===== src/rtl/range_ctrl_pkg.sv =====
// Shared types and key indices for the range_ctrl sequencing controller.
package range_ctrl_pkg;

    typedef enum logic [1:0] {
        IDLE   = 2'd0,
        LAUNCH = 2'd1,
        RUN    = 2'd2,
        SHOW   = 2'd3
    } state_t;

    localparam int unsigned KEY_INC = 0;
    localparam int unsigned KEY_DEC = 1;
    localparam int unsigned KEY_CLR = 2;
    localparam int unsigned KEY_GO  = 3;

endpackage


===== src/rtl/range_ctrl_key_debounce.sv =====
// One pushbutton: 2-flop synchroniser, debounce counter, press-edge pulse
// and optional hold/auto-repeat events.
module key_debounce #(
    parameter int unsigned DEBOUNCE_CYCLES = 500000,
    parameter int unsigned HOLD_CYCLES     = 25000000,
    parameter int unsigned REPEAT_CYCLES   = 5000000,
    parameter bit          REPEAT_EN       = 1'b0
) (
    input  logic clk,
    input  logic reset,
    input  logic key_n,
    output logic press
);

    localparam int unsigned DW   = $clog2(DEBOUNCE_CYCLES + 1);
    localparam int unsigned RMAX = (HOLD_CYCLES > REPEAT_CYCLES) ? HOLD_CYCLES : REPEAT_CYCLES;
    localparam int unsigned RW   = $clog2(RMAX + 1);

    logic [1:0]    sync;
    logic          pressed_s;
    logic          db;
    logic [DW-1:0] db_cnt;
    logic          db_flip;
    logic [RW-1:0] rep_cnt;
    logic [RW-1:0] rep_lim;
    logic          rep_phase;
    logic          rep_fire;
    logic          evt;

    assign pressed_s = ~sync[1];
    assign db_flip   = (pressed_s != db) && (db_cnt == DW'(DEBOUNCE_CYCLES - 1));
    assign rep_lim   = rep_phase ? RW'(REPEAT_CYCLES - 1) : RW'(HOLD_CYCLES - 1);
    // A debounced release in the same cycle suppresses any pending repeat.
    assign rep_fire  = REPEAT_EN && db && !db_flip && (rep_cnt == rep_lim);
    assign press     = evt;

    always_ff @(posedge clk) begin
        if (reset) begin
            sync      <= '1;
            db        <= 1'b0;
            db_cnt    <= '0;
            rep_cnt   <= '0;
            rep_phase <= 1'b0;
            evt       <= 1'b0;
        end else begin
            sync <= {sync[0], key_n};

            if (pressed_s != db) begin
                db_cnt <= db_flip ? '0 : db_cnt + 1'b1;
            end else begin
                db_cnt <= '0;
            end

            if (db_flip) begin
                db <= pressed_s;
            end

            evt <= (db_flip && pressed_s) || rep_fire;

            if (!db || db_flip) begin
                rep_cnt   <= '0;
                rep_phase <= 1'b0;
            end else if (rep_cnt == rep_lim) begin
                rep_cnt   <= '0;
                rep_phase <= 1'b1;
            end else begin
                rep_cnt <= rep_cnt + 1'b1;
            end
        end
    end

endmodule


===== src/rtl/range_ctrl.sv =====
// Launch/step controller for the Collatz range datapath: conditions KEY[3:0],
// launches a run from SW, then steps a read offset through the result RAM.
module range_ctrl
    import range_ctrl_pkg::*;
#(
    parameter int unsigned RAM_WORDS       = 256,
    parameter int unsigned RAM_ADDR_BITS   = 8,
    parameter int unsigned DEBOUNCE_CYCLES = 500000,
    parameter int unsigned HOLD_CYCLES     = 25000000,
    parameter int unsigned REPEAT_CYCLES   = 5000000
) (
    input  logic                     clk,
    input  logic                     reset,
    input  logic [3:0]               key_n,
    input  logic [9:0]               sw,
    output logic                     range_go,
    output logic [31:0]              range_start,
    input  logic                     range_done,
    output logic [RAM_ADDR_BITS-1:0] range_n,
    output logic [11:0]              disp_value,
    output logic                     busy,
    output logic                     valid
);

    localparam logic [RAM_ADDR_BITS-1:0] OFF_MAX = RAM_ADDR_BITS'(RAM_WORDS - 1);

    logic [3:0]               key_evt;
    state_t                   state, state_d;
    logic [9:0]               sw_q, sw_d;
    logic [RAM_ADDR_BITS-1:0] offset, offset_d;

    for (genvar g = 0; g < 4; g++) begin : g_key
        key_debounce #(
            .DEBOUNCE_CYCLES(DEBOUNCE_CYCLES),
            .HOLD_CYCLES    (HOLD_CYCLES),
            .REPEAT_CYCLES  (REPEAT_CYCLES),
            .REPEAT_EN      (g == KEY_INC || g == KEY_DEC)
        ) u_key (
            .clk  (clk),
            .reset(reset),
            .key_n(key_n[g]),
            .press(key_evt[g])
        );
    end

    always_ff @(posedge clk) begin
        if (reset) begin
            state  <= IDLE;
            sw_q   <= '0;
            offset <= '0;
        end else begin
            state  <= state_d;
            sw_q   <= sw_d;
            offset <= offset_d;
        end
    end

    always_comb begin
        state_d  = state;
        sw_d     = sw_q;
        offset_d = offset;
        case (state)
            IDLE: begin
                if (key_evt[KEY_GO]) begin
                    sw_d     = sw;
                    offset_d = '0;
                    state_d  = LAUNCH;
                end
            end
            LAUNCH: state_d = RUN;
            RUN: begin
                if (range_done) state_d = SHOW;
            end
            SHOW: begin
                // Only the highest-priority key acts: GO > CLR > INC > DEC.
                if (key_evt[KEY_GO]) begin
                    sw_d     = sw;
                    offset_d = '0;
                    state_d  = LAUNCH;
                end else if (key_evt[KEY_CLR]) begin
                    offset_d = '0;
                end else if (key_evt[KEY_INC]) begin
                    if (offset != OFF_MAX) offset_d = offset + 1'b1;
                end else if (key_evt[KEY_DEC]) begin
                    if (offset != '0) offset_d = offset - 1'b1;
                end
            end
            default: state_d = IDLE;
        endcase
    end

    assign range_go    = (state == LAUNCH);
    assign busy        = (state == LAUNCH) || (state == RUN);
    assign valid       = (state == SHOW);
    assign range_start = {22'b0, sw_q};
    assign range_n     = offset;
    assign disp_value  = range_start[11:0] + 12'(offset);

endmodule


===== config.mk =====
export PLATFORM = sky130hd
export DESIGN_NAME = range_ctrl
export DESIGN_NICKNAME = d
export VERILOG_FILES = /design/src/rtl/range_ctrl_pkg.sv /design/src/rtl/range_ctrl_key_debounce.sv /design/src/rtl/range_ctrl.sv
export SDC_FILE = /design/constraint.sdc
export NUM_CORES = 1
export LEC_CHECK = 0
export ABC_AREA = 1
export CAP_MARGIN = 20
export CORE_MARGIN = 4
export CORE_UTILIZATION = 40
export DETAILED_ROUTE_END_ITERATION = 12
export HOLD_SLACK_MARGIN = 0.12
export SYNTH_ARGS = -nofsm -noshare
export SYNTH_HDL_FRONTEND = slang
export SYNTH_SLANG_ARGS = --single-unit
export TNS_END_PERCENT = 5

===== constraint.sdc =====
create_clock -name clk -period 4.6 [get_ports clk]
set_input_delay 1.38 -clock clk [delete_from_list [all_inputs] [get_ports clk]]
set_output_delay 1.38 -clock clk [all_outputs]
set_load 0.01 [all_outputs]

======== After elaboration in Yosys (flattened, before gate mapping) ========
Cells that the tools add are included.
cells by class
  add/sub/neg operators ................... 9
  equal/unequal tests ..................... 20
  muxes and demuxes ....................... 13
  bitwise logic cells ..................... 8
  reduce and logical (&&, ||, !) cells .... 36
operators with widths
  kind                     number
  $add A19 B1 Y19 const B  4
  $eq A19 B19 Y1 const B   4
  $mux W8                  7
  $add A25 B1 Y25 const B  2
  $eq A25 B25 Y1           2
  $mux W25                 2
  $reduce_or A3 Y1         6
  $pmux W8 S2              1
  $logic_and A1 B1 Y1      12
  $add A10 B8 Y11          1
  $ne A5 B1 Y1 const B     2
  $add A8 B1 Y8 const B    1
  $ne A8 B8 Y1 const B     1
  $not A1 Y1               8
  $reduce_bool A8 Y1       1
  $sub A8 B1 Y8 const B    1
  $pmux W2 S3              1
  $reduce_or A2 Y1         3
  $logic_or A1 B1 Y1       5
  $ne A5 B3 Y1 const B     1
  $reduce_and A5 Y1        1
  $eq A2 B2 Y1 const B     2
  $logic_not A1 Y1         4
  $mux W2                  2
  7 further kinds          12
word-level totals
  flip-flop bits (word level) ............. 164
  output and inout bits ................... 55

======== Logic depth before layout (Yosys ltp) ========
Gate-level depths: netlist of run 1.
  depth after elaboration ................. 7
  depth in mapped cells ................... 13

======== Modules after synthesis ========
A second synthesis of run 1 with hierarchy kept.
second synthesis, totals
  cell total of the unflattened synthesis .. 1339
  area, all modules ....................... 9223.8 um^2
modules (own cells, without submodules)
  module                              instances  cells each  area each (um^2)  seq. area each (um^2)
  key_debounce at g_key[0].u_key ...  2          366         2544.9            980.9
  key_debounce at g_key[2].u_key ...  2          164         1143.6            460.4
  range_ctrl                          1          279         1846.8            400.4

======== Worst setup path before layout of run 1 ========
OpenSTA, ideal clock, no wires.
  kind .................................... register to output
  from .................................... reg offset[0] (netlist: range_n[0])
  to ...................................... out disp_value[10]
  arrival time ............................ 1.702 ns
  path slack .............................. 1.518 ns
  stages on the path, launching flop included .. 9
  cell sequence ........................... dfxtp_1 -> ha_1 -> inv_1 -> fa_1 -> inv_1 -> a21oi_1 -> o21ai_0 -> nand2_1 -> nor2_1
between the ends
  cells in the longest elaborated chain, start to end .. 1
RTL lines
  what                    line              source
  start, declared         range_ctrl.sv:30  logic [RAM_ADDR_BITS-1:0] offset, offset_d;
  start signal, assigned  range_ctrl.sv:54  offset <= offset_d;
  $add A10 B8 Y11         range_ctrl.sv:97  assign disp_value = range_start[11:0] + 12'(offset);
  end, declared           range_ctrl.sv:20  output logic [11:0] disp_value,
Every way passes these cells.

======== Worst setup path after layout of run 1 ========
Ends and elaborated chain as after synthesis.

==> results of run 1 <==
==> cell usage in the layout (no fill, tap or decap), drive strengths merged, types with 2 or more instances in the layout <==
master and n:
a21o 3, fa 2, clkbuf 22, clkdlybuf4s50 48
conb 23, nand4 36, clkinv 3, nand2 242
nand3 73, a31oi 3, dfxtp 164, nor3b 8
clkinvlp 3, inv 181, nand3b 11, nor3 50
or2 16, xor2 59, o21ai 28, buf 2
xnor2 21, nor2 249, a21oi 49, ha 25
bufinv 3
==> synthesized netlist by cell type, types with 3 or more instances <==
library cell,number,area share (%)
clkbuf_1,5,0.21
nor3_1,43,2.4
nor2_2,31,2.2
nand3b_1,11,0.92
buf_6,4,0.50
a31oi_1,3,0.21
xnor2_1,21,2.0
nand3_1,65,3.6
o21ai_0,26,1.4
nor3_2,5,0.56
a21oi_1,49,2.7
xor2_1,59,5.7
ha_1,25,3.5
or2_2,13,0.90
a21o_1,3,0.25
buf_4,26,2.2
nand2_2,13,0.90
nor2_1,213,8.9
nor2_4,4,0.50
nand3_2,7,0.78
dfxtp_1,164,37
nand4_1,36,2.5
inv_2,4,0.17
nand2_1,228,9.5
nor3b_1,7,0.58
inv_1,177,7.4
==> power groups by stage <==
| stage | registers [mW] | logic, mW | clock network [mW] |
|---|---|---|---|
| floorplan | 1.58 | 0.614 | 0 |
| global placement | 1.57 | 0.938 | 0 |
| detailed placement | 1.58 | 0.937 | 0 |
| CTS | 1.55 | 0.941 | 1.45 |
| global route | 1.56 | 1.06 | 1.51 |
| finish | 1.55 | 0.937 | 1.41 |
==> registers in the layout, summed over array words and instances (netlist names) <==
signal                 cells
g_key.u_key.db_cnt        76
g_key.u_key.rep_cnt       50
sw_q                      10
g_key.u_key.sync           8
range_n                    8
g_key.u_key.db             4
g_key.u_key.press          4
g_key.u_key.rep_phase      2
state                      2
==> worst max-delay path, stage by stage (launching register included) <==
cell	delay, ns
dfxtp_1	0.49
ha_1	0.24
inv_1	0.08
fa_1	0.41
inv_1	0.11
a21oi_1	0.11
o21ai_0	0.22
nand2_1	0.07
nor2_1	0.08
clkdlybuf4s50_1	0.54
==> metrics by stage <==
step                util [%]  worst slack [ns]
global route            46.4             0.223
finish                  46.4             0.473
floorplan                  -              1.52
global placement        43.8             0.954
CTS                     46.4             0.454
detailed placement      43.8             0.937
==> cell families (layout without fill, tap and decap cells) <==
logic type	Yosys count	count (layout)	synth area share, %
simple gates	687	687	35.6
other cells	1	23	0.0417
buf+inv	219	262	10.9
fa+ha+maj	27	27	3.92
xor+xnor	80	80	7.79
compound gates	87	87	5.16
flops	164	164	36.5
==> metal layers <==
metal	vias up	share of wire [%]	global-route usage [%]
met5	-	0	0
met1	3386	50	21.4
met2	148	44	25.1
li1	4041	-	-
met4	0	1.1	4.67
met3	16	4.4	2.95
==> worst min-delay path by stage <==
| stage | from | endpoint | slack [ns] | depth (start not counted) |
|---|---|---|---|---|
| floorplan | g_key[0].u_key.sync[0] | g_key[0].u_key.sync[1] | 0.39 | 1 |
| global placement | g_key[3].u_key.sync[0] | g_key[3].u_key.sync[1] | 0.39 | 1 |
| finish | g_key[2].u_key.sync[0] | g_key[2].u_key.sync[1] | 0.41 | 1 |
| global route | g_key[1].u_key.sync[0] | g_key[1].u_key.sync[1] | 0.43 | 1 |
| detailed placement | g_key[3].u_key.sync[0] | g_key[3].u_key.sync[1] | 0.39 | 1 |
| CTS | g_key[2].u_key.sync[0] | g_key[2].u_key.sync[1] | 0.41 | 1 |
==> final cells by class <==
class                   instances  area (um^2)
repair buffers                 50          495
inverters                     181          679
well taps                     280          350
flip-flops and latches        164         3280
clock buffers                  22          444
multi-input cells             904         4810
fillers                      2223        11800
clock inverters                 9          131
==> run_results.csv, run 1 <==
group,metric,value,unit
status,status,"completed",
sta,drv_slew,0,
placed_design,placed_cell_area,9620,um^2
power_and_ir_drop,power.share.clock,36.3,%
layout,final_cells,1610,
sta,fin_crit,4.13,ns
synth,synth_cell_types,45,
worst_setup_path,reg2reg_to,"range_n[2]",
synth,ys_ff_latch,164,
detailed_routing,drcViolationCount,0,
power_and_ir_drop,p_sw,1.16,mW
clocking,h-tree-depth,4,
synth,syn_inst,1265,
worst_setup_path,crit_start,"range_n[0]",
clocking,cts_buffers,17,
grt,grt_pass1_wl,32.5,mm
detailed_routing,avgViaCountPerCell,4.71,
power_and_ir_drop,powerDensity,383,nW/um^2
sta,final.setup_skew,0.0139,ns
clocking,cts_tree,"yes",
layout,areaGrowthSynthToFinish,13.3,%
placed_design,io_buffer_count,48,
clocking,clockRootBuffer,"clkbuf_16",
grt,grt_pass1_vias,7018,
worst_setup_path,required,3.22,ns
power_and_ir_drop,cell_internal_pwr,2.73,mW
die,core-area,22000,um^2
grt,grt_overflow,0,
die,fp-row-count,54,
sta,min_period_over_period,89.7,%
clocking,clock_latency,0.43,ns
clocking,cts_hold_buffers,0,
synth,synth_area_per_cell,7.11,um^2
sta,hold_viol,0,
power_and_ir_drop,irDropWorstVdd,0.000219,V
power_and_ir_drop,leakage,3.77,nW
worst_setup_path,setup.worst_path.end,"disp_value[10]",
sta,fin_tns_setup,0,ns
flow_run,drv_cap,0,
placed_design,gp_congestion,0.878,
die,initial_core_util,41.0,%
synth,syn_area,8990,um^2
placed_design,hpwl,13.9,mm
detailed_routing,vias,7591,
synth,synth_async_sr_flop_share,0,%
layout,nNetsFinal,1362,
worst_setup_path,worstSetupEndpointType,"output pin",
die,die_h,158,um
worst_setup_path,reg2reg_depth,8,
synth,synth_warnings,0,
sta,slew_headroom,56.5,%
worst_setup_path,cp.arrival,2.75,ns
detailed_routing,first_pass_iters,4,
sta,rsz0062_at_grt,"false",
detailed_routing,finalWirelength,18.7,mm
sta,timing.fmax,242,MHz
power_and_ir_drop,total_power,3.90,mW
die,fp.dieW,158,um
detailed_routing,postRouteAntennaNets,0,
sta,setup_viol,0,
synth,ys_seq_area_share,36.5,%
grt,grt_util_all_layers,15.6,%
layout,final_area,10200,um^2
power_and_ir_drop,p_seq_share,39.7,%
clocking,cts_buffer_depth,2,
worst_setup_path,r2r_slack,2.28,ns
die,io_pins,72,
detailed_routing,drt_iter0_markers,359,
clocking,clkSinkCount,164,
power_and_ir_drop,p_sw_share,29.9,%
clocking,ctsResizeCount,0,
die,die_area,24900,um^2
synth,synth-edff-count,0,
worst_setup_path,worstPathMaxFanout,8,
power_and_ir_drop,comb_power_share,24.0,%
clocking,cts.clk_slew.worst_paths,0.06,ns
worst_setup_path,reg2reg_from,"state[0]",
worst_hold_path,hold_class,"register to register",
detailed_routing,wl_per_cell,11.6,um
worst_setup_path,path_class,"register to output pin",
grt,grt_max_degree,26,
placed_design,place_inst,1579,
clocking,postCtsSetupBuffers,0,
grt,antenna_found_initial,0,
layout,drive_gt1_share,8.57,%
worst_setup_path,crit_path_start_kind,"register",
layout,n_antenna_cell,0,
synth,ys.flop_type,"dfxtp_1",
sta,timing.hold.ws,0.409,ns
sta,tightest_slew,0.650,ns
No activity file was read; power rests on OpenSTA's default activity.
==> run 2: changes to the inputs <==
Settings changed: TNS_END_PERCENT 5 to default.
==> results of run 2 <==
Final layout, timing and power as in run 1 (identical DEF).
